File: src/rtl/mem_port_arbiter.sv
// Two-port arbiter and sequencer for the single-port 16-bit data memory.
// Optional MEM_RANGE_CHECK_EN: double accesses at the top address skip the second word and pulse err.
module mem_port_arbiter #(
    parameter int W  = 16,
    parameter int AW = 11
) (
    input  logic            clk,
    input  logic            rst,
    input  logic            p0_req,
    input  logic            p0_we,
    input  logic            p0_dbl,
    input  logic [AW-1:0]   p0_addr,
    input  logic [2*W-1:0]  p0_wdata,
    output logic            p0_ack,
    output logic [2*W-1:0]  p0_rdata,
    output logic            p0_stall,
    input  logic            p1_req,
    input  logic            p1_we,
    input  logic            p1_dbl,
    input  logic [AW-1:0]   p1_addr,
    input  logic [2*W-1:0]  p1_wdata,
    output logic            p1_ack,
    output logic [2*W-1:0]  p1_rdata,
    output logic            memRead,
    output logic            memWrite,
    output logic [AW-1:0]   mem_addr,
    output logic [W-1:0]    mem_wdata,
    input  logic [W-1:0]    mem_rdata,
    output logic            err
);

    typedef enum logic [2:0] {IDLE, ACC0, ACC1, CAPT, DONE} state_t;

    state_t             state;
    logic               last_grant;
    logic               cur_port;
    logic               lat_we;
    logic               lat_dbl;
    logic [AW-1:0]      lat_addr;
    logic [2*W-1:0]     lat_wdata;
    logic [W-1:0]       rdata_lo;

    logic               grant_p1;
    logic               sel_we;
    logic               sel_dbl;
    logic [AW-1:0]      sel_addr;
    logic [2*W-1:0]     sel_wdata;
    logic               skip_hi;
    logic               eff_dbl;
    logic [2*W-1:0]     final_rdata;

    // Under contention, port 1 wins unless it had the previous grant.
    assign grant_p1  = p1_req & (~p0_req | ~last_grant);
    assign sel_we    = grant_p1 ? p1_we    : p0_we;
    assign sel_dbl   = grant_p1 ? p1_dbl   : p0_dbl;
    assign sel_addr  = grant_p1 ? p1_addr  : p0_addr;
    assign sel_wdata = grant_p1 ? p1_wdata : p0_wdata;

`ifdef MEM_RANGE_CHECK_EN
    assign skip_hi = lat_dbl & (&lat_addr);
`else
    assign skip_hi = 1'b0;
`endif

    assign eff_dbl     = lat_dbl & ~skip_hi;
    assign final_rdata = eff_dbl ? {mem_rdata, rdata_lo} : {{W{1'b0}}, mem_rdata};
    assign p0_stall    = p0_req & ~p0_ack;

    // Strobes and acks are registered, so each transition loads the outputs of the state being entered.
    always_ff @(posedge clk or negedge rst) begin
        if (!rst) begin
            state      <= IDLE;
            last_grant <= 1'b0;
            cur_port   <= 1'b0;
            lat_we     <= 1'b0;
            lat_dbl    <= 1'b0;
            lat_addr   <= '0;
            lat_wdata  <= '0;
            rdata_lo   <= '0;
            memRead    <= 1'b0;
            memWrite   <= 1'b0;
            mem_addr   <= '0;
            mem_wdata  <= '0;
            p0_ack     <= 1'b0;
            p1_ack     <= 1'b0;
            p0_rdata   <= '0;
            p1_rdata   <= '0;
            err        <= 1'b0;
        end else begin
            case (state)
                IDLE: begin
                    if (p0_req || p1_req) begin
                        cur_port   <= grant_p1;
                        last_grant <= grant_p1;
                        lat_we     <= sel_we;
                        lat_dbl    <= sel_dbl;
                        lat_addr   <= sel_addr;
                        lat_wdata  <= sel_wdata;
                        mem_addr   <= sel_addr;
                        if (sel_we) begin
                            memWrite  <= 1'b1;
                            mem_wdata <= sel_wdata[W-1:0];
                        end else begin
                            memRead <= 1'b1;
                        end
                        state <= ACC0;
                    end
                end
                ACC0: begin
                    if (eff_dbl) begin
                        mem_addr <= lat_addr + AW'(1);
                        if (lat_we) begin
                            mem_wdata <= lat_wdata[2*W-1:W];
                        end
                        state <= ACC1;
                    end else begin
                        memRead  <= 1'b0;
                        memWrite <= 1'b0;
                        if (lat_we) begin
                            if (cur_port) p1_ack <= 1'b1;
                            else          p0_ack <= 1'b1;
                            err   <= skip_hi;
                            state <= DONE;
                        end else begin
                            state <= CAPT;
                        end
                    end
                end
                ACC1: begin
                    memRead  <= 1'b0;
                    memWrite <= 1'b0;
                    if (lat_we) begin
                        if (cur_port) p1_ack <= 1'b1;
                        else          p0_ack <= 1'b1;
                        err   <= skip_hi;
                        state <= DONE;
                    end else begin
                        rdata_lo <= mem_rdata;
                        state    <= CAPT;
                    end
                end
                CAPT: begin
                    if (cur_port) begin
                        p1_ack   <= 1'b1;
                        p1_rdata <= final_rdata;
                    end else begin
                        p0_ack   <= 1'b1;
                        p0_rdata <= final_rdata;
                    end
                    err   <= skip_hi;
                    state <= DONE;
                end
                DONE: begin
                    p0_ack <= 1'b0;
                    p1_ack <= 1'b0;
                    err    <= 1'b0;
                    state  <= IDLE;
                end
                default: begin
                    memRead  <= 1'b0;
                    memWrite <= 1'b0;
                    state    <= IDLE;
                end
            endcase
        end
    end

endmodule

File: config.mk
export PLATFORM = sky130hd
export DESIGN_NAME = mem_port_arbiter
export DESIGN_NICKNAME = d
export VERILOG_FILES = /design/src/rtl/mem_port_arbiter.sv
export SDC_FILE = /design/constraint.sdc
export NUM_CORES = 1
export LEC_CHECK = 0
export BUFFER_PORTS_ARGS = -buffer_cell sky130_fd_sc_hd__buf_2
export CORE_ASPECT_RATIO = 0.9
export CORE_MARGIN = 5
export CORE_UTILIZATION = 46
export DETAILED_ROUTE_END_ITERATION = 7
export GPL_TIMING_DRIVEN = 0
export PLACE_DENSITY = 0.72
export SYNTH_ARGS = -nofsm -noshare
export SYNTH_HDL_FRONTEND = slang
export SYNTH_SLANG_ARGS = --single-unit
File: constraint.sdc
create_clock -name clk -period 1.9 [get_ports clk]
set_clock_uncertainty 0.2 [all_clocks]
set_input_delay 0.38 -clock clk [delete_from_list [all_inputs] [get_ports clk]]
set_output_delay 0.38 -clock clk [all_outputs]
set_load 0.01 [all_outputs]
==> results.py <==
metrics = {
    "outcome": {
        "status": "finished with violations",
        "violations": "negative setup slack",
    },
    "final_layout": {
        "fin_area_um2": 8870,
        "num_antenna_cells": 0,
        "multi_input_area_um2": 2790,
        "drive_gt1_share_pct": 41.0,
        "area_delta_synth_final_pct": 37.4,
        "regArea_um2": 3600,
        "nFillCells": 1119,
        "layout.nets": 965,
    },
    "clock_network": {
        "cts_sinks": 144,
        "clockBufferDepth": 2,
        "cts_root_buffer": "clkbuf_16",
        "htreeDepth": 4,
        "tritoncts": "built",
        "clk_latency_ns": 0.42,
        "cts_buffers": 17,
        "clk_pin_slew_ns": 0.07,
    },
    "critical_path": {
        "worst-setup-path-type": "reg2reg",
        "cp_num_buf_inv": 2,
        "path_depth": 6,
        "reg2reg_to": "mem_wdata[6]$_DFFE_PN0P_",
        "r2r_start": "state[2]$_DFFE_PN0P_",
        "critPathTopFamily": "flip-flops",
        "slowest_stage": "dfrtp_1",
        "critPathLaunchType": "flip-flop",
        "critPathMaxFanout": 6,
        "crit_top_cell": "buf_6",
        "ff2ff_path_depth": 6,
        "crit_path_max_incr_delay_ns": 0.38,
        "cp-end-kind": "flip-flop",
        "cp_cell_sequence": "buf_6 -> nor3_4 -> o21ai_4 -> o2bb2ai_4 -> buf_6 -> mux2_4",
        "worstPathArrival_ns": 2.03,
        "worstPathRequired_ns": 2.00,
        "rrSetupSlack_ns": -0.03,
    },
    "grt": {
        "grt_pass1_vias": 5607,
        "gr-total-overflow": 0,
        "antenna_found_initial": 1,
        "grt_pass1_wl_um": 29200,
        "grt_usage_pct": 22.9,
        "grt_max_degree": 84,
    },
    "synth": {
        "synth_top_area_share_pct": 55.8,
        "yosysMostFrequentCell": "dfrtp_1",
        "yosys_warnings": 0,
        "synthTopCellsByCount": "144 x dfrtp_1, 126 x nand2_1, 113 x o21ai_0",
        "yosysSeqAreaShare_pct": 55.8,
        "synth_cells": 606,
        "synthFlopType": "dfrtp_1",
        "synth-seq-cells": 144,
        "syn_area_per_cell_um2": 10.7,
        "synthDistinctLibCells": 45,
        "synth_area_leaders": "dfrtp_1 56%, mux2i_1 9.5%, o21ai_0 8.8%, nand2_1 7.3%, mux2_2 4.0%",
        "async_flop_share_pct": 100,
        "synth.largest_area_cell": "dfrtp_1",
        "synth_edf_count": 0,
        "syn_area_um2": 6460,
        "synthesis.nets": 717,
    },
    "floorplan": {
        "num_rows": 41,
        "dieArea_um2": 16500,
        "start_util_pct": 46.5,
        "fp.dieW_um": 135,
        "pin_count": 207,
        "fp.dieH_um": 122,
        "fp.coreArea_um2": 13900,
    },
    "sta": {
        "fin_crit_sh_pct": 102,
        "relSlewSlack_pct": 60.6,
        "period_minus_slack_ns": 1.93,
        "rsz0062_at_grt": "true",
        "tns_ns": -0.183,
        "finalHoldViolCount": 0,
        "drv_slew": 0,
        "setup_viol": 14,
        "tightest_slew_ns": 0.592,
        "timing.fmax_mhz": 518,
        "setup_ws_ns": -0.0301,
    },
    "place": {
        "place_ws_ns": -0.379,
        "gp_congestion": 0.784,
        "postPlaceCellArea_um2": 7780,
        "io_buffers": 205,
        "dp_hpwl_um": 13300,
    },
    "hold_path": {
        "holdPathStages": 2,
        "min_to": "rdata_lo[10]$_DFFE_PN0P_",
        "holdCritStartpoint": "mem_rdata[10]",
        "worst_hold_path_type": "in2reg",
    },
    "routing": {
        "via_per_inst": 5.20,
        "post_drt_wl_per_cell_um": 17.7,
        "dr.pass1.iters": 5,
        "routed_wl_um": 18700,
        "ant_nets": 0,
        "drtIter0Drc": 352,
        "drc": 0,
        "num_vias": 5510,
    },
    "power_and_ir_drop": {
        "p_per_area_nw_per_um2": 1810,
        "power.total_w": 0.0160,
        "irDropWorstVdd_v": 0.00101,
        "cellLeakagePower_nw": 4.46,
    },
    "flow_run": {
        "drv_cap": 0,
    },
}
[area by class of cell]
type / instances / share of cell area (%)
multi-input combinational: 414 / 31.5
sequential: 144 / 40.6
timing repair buffer: 234 / 14.7
clock buffer: 17 / 4.79
buffer: 37 / 3.16
tap: 193 / 2.72
clock inverter: 14 / 2.31
inverter: 6 / 0.254
[stage by stage]
stage | std cells | util [%] | hold WS [ns]
final | 1059 | 63.8 | 0.0144
after detailed placement | 1005 | 55.9 | 0.197
after global placement | 1004 | 55.7 | 0.257
after CTS | 1053 | 62.8 | 0.00427
after floorplan | 606 | - | -0.116
after global routing | 1059 | 63.8 | 0.00135
[routing by layer]
metal / up-vias / routed length, um / global-route usage, %
met1: 2679 / 7800 / 29.1
met3: 16 / 1850 / 8.93
li1: 2604 / - / -
met5: - / 13 / 0
met4: 2 / 142 / 4.71
met2: 209 / 8940 / 37.5
[flip-flops by register name (all words and copies together), names as in the netlist, 3 cells and up]
| signal | count |
|---|---|
| lat_addr | 11 |
| p0_rdata | 32 |
| mem_wdata | 16 |
| state | 3 |
| rdata_lo | 16 |
| lat_wdata | 16 |
| p1_rdata | 32 |
| mem_addr | 11 |
[timing repair]
| action | CTS | global route |
|---|---|---|
| setup buffers | 18 | 8 |
| endpoints found under the setup margin | 115 | 111 |
| hold buffers | 1 | 0 |
| gates resized for setup | 48 | 59 |
| gates cloned | 1 | 1 |
| hold endpoints to repair | 61 | 0 |
| pin swaps | 6 | 8 |
[report_power, final]
group	internal, W	switching, W	total [W]
sequential	0.00459	0.000895	0.00549
combinational	0.00330	0.00368	0.00698
clock	0.00222	0.00136	0.00358
[how the worst max path moves through the flow]
stage	startpoint	end	slack, ns
final	state[2]$_DFFE_PN0P_	mem_wdata[6]$_DFFE_PN0P_	-0.03
after global routing	cur_port$_DFFE_PN0P_	mem_wdata[14]$_DFFE_PN0P_	-0.09
after CTS	cur_port$_DFFE_PN0P_	mem_wdata[11]$_DFFE_PN0P_	-0.12
after detailed placement	state[2]$_DFFE_PN0P_	mem_wdata[2]$_DFFE_PN0P_	-0.38
after global placement	rst	p0_rdata[9]$_DFFE_PN0P_	-1.81
after floorplan	state[0]$_DFFE_PN0P_	mem_wdata[0]$_DFFE_PN0P_	-0.09
[cell families (layout without fill, tap and decap cells)]
family / after synthesis / count (layout) / synth area share, %
fa+ha+maj: 1 / 1 / 0.194
compound gates: 146 / 146 / 13.2
flops: 144 / 144 / 55.8
simple gates: 166 / 166 / 11.1
buf+inv: 48 / 308 / 3.47
xor+xnor: 5 / 5 / 0.678
mux: 95 / 95 / 15.6
other cells: 1 / 1 / 0.0581
[cells in the final DEF, fill, tap and decap left out, types with 2 or more instances in the layout]
master	instances
a21oi_1	7
buf_2	208
clkbuf_2	16
clkbuf_4	2
o21ai_0	110
xor2_1	2
bufinv_16	4
or3_1	5
a21o_1	3
a32o_1	4
nor3_1	3
clkinv_4	4
nand2_2	2
mux2i_2	3
o21ai_1	2
buf_6	12
o221a_2	2
nor2_1	11
mux2i_4	3
o21a_1	6
a21boi_0	2
mux2_4	24
mux2_2	9
dfrtp_1	143
xnor2_1	3
clkbuf_16	17
inv_6	3
nand2_1	124
nand3_1	8
buf_8	4
inv_1	6
buf_4	25
a221o_1	3
nand3b_1	2
mux2i_1	56
(Power assumes the default switching activity.)
